`src/rtl/alu_pkg.sv`:
```
// Shared constants and types for the calculator ALU add/sub/compare slice.
package alu_pkg;

  localparam int unsigned ALU_W = 8;

  localparam logic OP_ADD = 1'b0;
  localparam logic OP_SUB = 1'b1;

  typedef struct packed {
    logic c_8;
    logic alb;
    logic agb;
    logic aeb;
  } alu_flags_t;

endpackage

```
`src/rtl/full_adder_bit.sv`:
```
// One-bit full adder slice used to build the ripple-carry chain.
module full_adder_bit (
  input  logic a,
  input  logic b,
  input  logic cin,
  output logic s,
  output logic cout
);

  always_comb begin
    s    = a ^ b ^ cin;
    cout = (a & b) | (cin & (a ^ b));
  end

endmodule

```
`src/rtl/alu_addsub_unit.sv`:
```
// Registered add/subtract with unsigned magnitude compare, one cycle latency.
// Define ALU_ADDSUB_OVF_EN to add the registered signed-overflow output V.
module alu_addsub_unit
  import alu_pkg::*;
#(
  parameter int unsigned WIDTH = ALU_W
) (
  input  logic             clk,
  input  logic             rst,
  input  logic             in_valid,
  input  logic [WIDTH-1:0] A,
  input  logic [WIDTH-1:0] B,
  input  logic             Add_Sub,
`ifdef ALU_ADDSUB_OVF_EN
  output logic             V,
`endif
  output logic             out_valid,
  output logic [WIDTH-1:0] Sum,
  output logic             C_8,
  output logic             ALB,
  output logic             AGB,
  output logic             AEB
);

  logic [WIDTH:0]   carry;
  logic [WIDTH-1:0] b_x;
  logic [WIDTH-1:0] sum_c;
  alu_flags_t       flags_c;

  // Subtract is A + ~B + 1: invert B and feed the op bit in as carry-in.
  always_comb begin
    b_x      = B ^ {WIDTH{Add_Sub}};
    carry[0] = (Add_Sub == OP_SUB);
  end

  for (genvar i = 0; i < WIDTH; i++) begin : g_rca
    full_adder_bit u_fa (
      .a    (A[i]),
      .b    (b_x[i]),
      .cin  (carry[i]),
      .s    (sum_c[i]),
      .cout (carry[i+1])
    );
  end

  always_comb begin
    flags_c     = '0;
    flags_c.c_8 = carry[WIDTH];
    flags_c.alb = (A < B);
    flags_c.agb = (A > B);
    flags_c.aeb = (A == B);
  end

  always_ff @(posedge clk) begin
    if (rst) begin
      out_valid <= 1'b0;
      Sum       <= '0;
      C_8       <= 1'b0;
      ALB       <= 1'b0;
      AGB       <= 1'b0;
      AEB       <= 1'b0;
    end else begin
      out_valid <= in_valid;
      if (in_valid) begin
        Sum <= sum_c;
        C_8 <= flags_c.c_8;
        ALB <= flags_c.alb;
        AGB <= flags_c.agb;
        AEB <= flags_c.aeb;
      end
    end
  end

`ifdef ALU_ADDSUB_OVF_EN
  always_ff @(posedge clk) begin
    if (rst) begin
      V <= 1'b0;
    end else if (in_valid) begin
      V <= carry[WIDTH] ^ carry[WIDTH-1];
    end
  end
`endif

endmodule

```
`config.mk`:
```
export PLATFORM = sky130hd
export DESIGN_NAME = alu_addsub_unit
export DESIGN_NICKNAME = d
export VERILOG_FILES = /design/src/rtl/alu_pkg.sv /design/src/rtl/full_adder_bit.sv /design/src/rtl/alu_addsub_unit.sv
export SDC_FILE = /design/constraint.sdc
export NUM_CORES = 1
export LEC_CHECK = 0
export BUFFER_PORTS_ARGS = -buffer_cell sky130_fd_sc_hd__buf_2
export CAP_MARGIN = 20
export CORE_MARGIN = 2
export CORE_UTILIZATION = 45
export DETAILED_ROUTE_END_ITERATION = 16
export PLACE_DENSITY_LB_ADDON = 0.25
export SLEW_MARGIN = 20
export SYNTH_ARGS = -nofsm -noshare
export SYNTH_HDL_FRONTEND = slang
export SYNTH_SLANG_ARGS = --single-unit
export TNS_END_PERCENT = 10
```
`constraint.sdc`:
```
create_clock -name clk -period 12.47 [get_ports clk]
set_input_delay 3.1175 -clock clk [delete_from_list [all_inputs] [get_ports clk]]
set_output_delay 3.1175 -clock clk [all_outputs]
set_load 0.01 [all_outputs]
```
==> reports/results.txt <==
Final setup margin = 6140 ps
CP Capture Type = flop
Post-Route WL = 1680 um
Clock skew = 0 ps
Power per cell area = 97.8 nW/um^2
CP startpoint kind = input pin
Via count = 731
Post-synthesis sequential area ratio = 0.291
Worst Hold Class = reg -> reg
Ys Warns = 0
Die area = 2360 sq um
Count of input and output buffers = 32
Layout Nets = 163
Crit path time final = 6330 ps
CTS Hold Bufs = 0
Die Y = 48.6 um
Commonest cells after routing, fill and taps aside = buf_2, inv_1, dfxtp_1
Post-Place Setup Slack = 5840 ps
Clock power share = 0.233
DRT Pass-1 Iters = 2
FMAX = 158 MHz
Slew HR = 0.756
Root buf cell = clkbuf_4
Cell Chain, Critical Path = buf_2 > xnor2_1 > fa_1 > fa_1 > fa_1 > fa_1 > fa_1 > fa_1 > inv_1 > fa_1 > mux2i_1 > nor2_1
CP Max Fanout = 8
Congestion Overflow GR = 0
Cell variety after synth = 25
Area share of xor/xnor cells in the synthesized design = 0.0685
Number of H-tree levels = 1
Synth Register Bits = 13
CTS Buf Count = 3
CTS tree = built
Slew Limit Fails = 0
IO Pins = 33
Post-CTS Setup Repair Bufs = 0
Net Sw Power = 0.0000327 W
Area growth from synthesis to layout = 22.0%
Synth Area in Simple Gates = 0.116
Setup Viol. Count Final = 0
Cells after Synth = 95
Share of cells above drive strength 1 = 0.291
DRT iter0 DRCs = 1
Synth Cell Area = 895 sq um
Part of the power in registers = 0.444
RSZ-0062 raised after global routing = false
Post-cts resize count = 0
Crit path largest cell delay = 420 ps
Residual DRC = 0
CORE AREA = 1920 sq um
VDD IR max = 36.7 uV
Die Wd = 48.6 um
Worst Tran Pin Value = 365 ps
Leak = 0.555 nW
Hpwl dp = 1460 um
Initial antenna violation count = 0
Clk buf depth = 2
Max_cap viols = 0
Part of the cycle the worst path needs = 0.508
GPL Wtd Cong = 0.738
Compound-cell area share of the yosys netlist = 0.129
Count of buffer and inverter cells on the critical path = 2
Logic gate share of total power = 0.322
Initial Util = 0.465
Outcome = complete, no violations
Sink Count = 13
Worst-skew pair later-pin latency = 260 ps
DR WL/cell = 10.9 um
Setup Crit Path Kind = in -> reg
Power Internal = 0.0000740 W
Hold Vio Cnt, Final = 0
Worst Path Arrival = 6490 ps
Synthesized-area fraction occupied by adder cells = 0.269
Antenna-violating nets left = 0
Total Routing Usage GR = 0.169
Critical path's top delay family = adder cells
Proportion of synthesized area in mux cells = 0.0336
Syn Nets = 130
First-pass GRT wire length = 3110 um
Num rows = 16
Critical Path RT = 12630 ps
Clock-pin slew of the registers on the worst-case setup and hold paths = 80 ps
Vias in the first global route = 762
Tot Pwr = 0.000107 W
TNS Setup = 0 ps
Via density = 4.75
Syn avg cell area = 9.42 sq um
Most frequent CP cell = fa_1
Switching share of power = 0.306
# diodes = 0
Pin count of the biggest net entering global routing = 22
Most common cell after layout, fill and taps aside = buf_2
Main combinational cell family by area after synthesis = adder cells
Critical path's slowest cell = fa_1
## path summary, 6_finish.rpt
| path | start | endpoint | slack, ps | cells past startpoint |
|---|---|---|---|---|
| setup / recovery | Add_Sub | Sum[7] | 6140 | 12 |
| hold reg to reg | Sum[1] | Sum[1] | 480 | 2 |
| setup reg to reg | AGB | AGB | 11680 | 3 |
| hold / removal | Sum[1] | Sum[1] | 480 | 2 |
## worst register-to-register path, stage by stage (launching register included)
cell	delay, ps
dfxtp_1	320
nand2b_1	80
nand2b_1	60
o31a_1	230
## cells in the mapped netlist, drive strengths merged
master	count	area, sq um
inv	16	60.1
dfxtp	13	260
nor2	11	41.3
ha	8	100
a211oi	7	52.6
fa	7	140
xnor2	6	52.6
a21oi	4	20.0
buf	4	23.8
mux2i	3	30.0
nand2	2	7.51
nand2b	2	12.5
nand4	2	12.5
nor2b	2	15.0
o21ai	2	10.0
and2	1	6.26
o211ai	1	7.51
o31a	1	8.76
o32ai	1	16.3
or3b	1	8.76
xor2	1	8.76
## final cells by class
type / count / area (sq um)
inverter: 16 / 60.1
clock buffer: 4 / 26.3
sequential: 13 / 260
timing repair buffer: 32 / 160
tap: 27 / 33.8
multi-input combinational: 62 / 551
fill: 209 / 831
## logic make-up after synthesis
group / count (synthesis)
and+or+nand+nor: 21
AOI/OAI and AO/OA: 16
adders and majority gates: 15
xor gates and xnor gates: 7
DFF: 13
muxes: 3
buffers and inverters: 20
## layer usage
layer | vias to the layer above | track usage | part of all wire
li1 | 377 | - | -
met1 | 329 | 0.200 | 0.44
met2 | 21 | 0.282 | 0.49
met3 | 4 | 0.0463 | 0.043
met4 | 0 | 0.0810 | 0.021
met5 | - | 0 | 0
## metrics by stage
step,utilization,hold WS (ps),std cells,area (sq um)
2_1_floorplan,-,498,95,895
3_3_place_gp,0.554,470,150,1060
3_5_place_dp,0.554,475,150,1060
4_1_cts,0.568,487,154,1090
5_1_grt,0.568,508,154,1090
6_report,0.568,480,154,1090
## sequential cells by signal (all words and copies together) (netlist names)
name and flops:
AEB 1, AGB 1, ALB 1, C_8 1
Sum 8, out_valid 1
## power groups by stage
stage	Clock (W)	Sequential [W]	Combinational, W
3_5_place_dp	0	0.0000485	0.0000349
5_1_grt	0.0000281	0.0000480	0.0000397
2_1_floorplan	0	0.0000505	0.0000201
6_report	0.0000249	0.0000474	0.0000344
3_3_place_gp	0	0.0000484	0.0000339
4_1_cts	0.0000260	0.0000475	0.0000350
(Power assumes the default switching activity.)
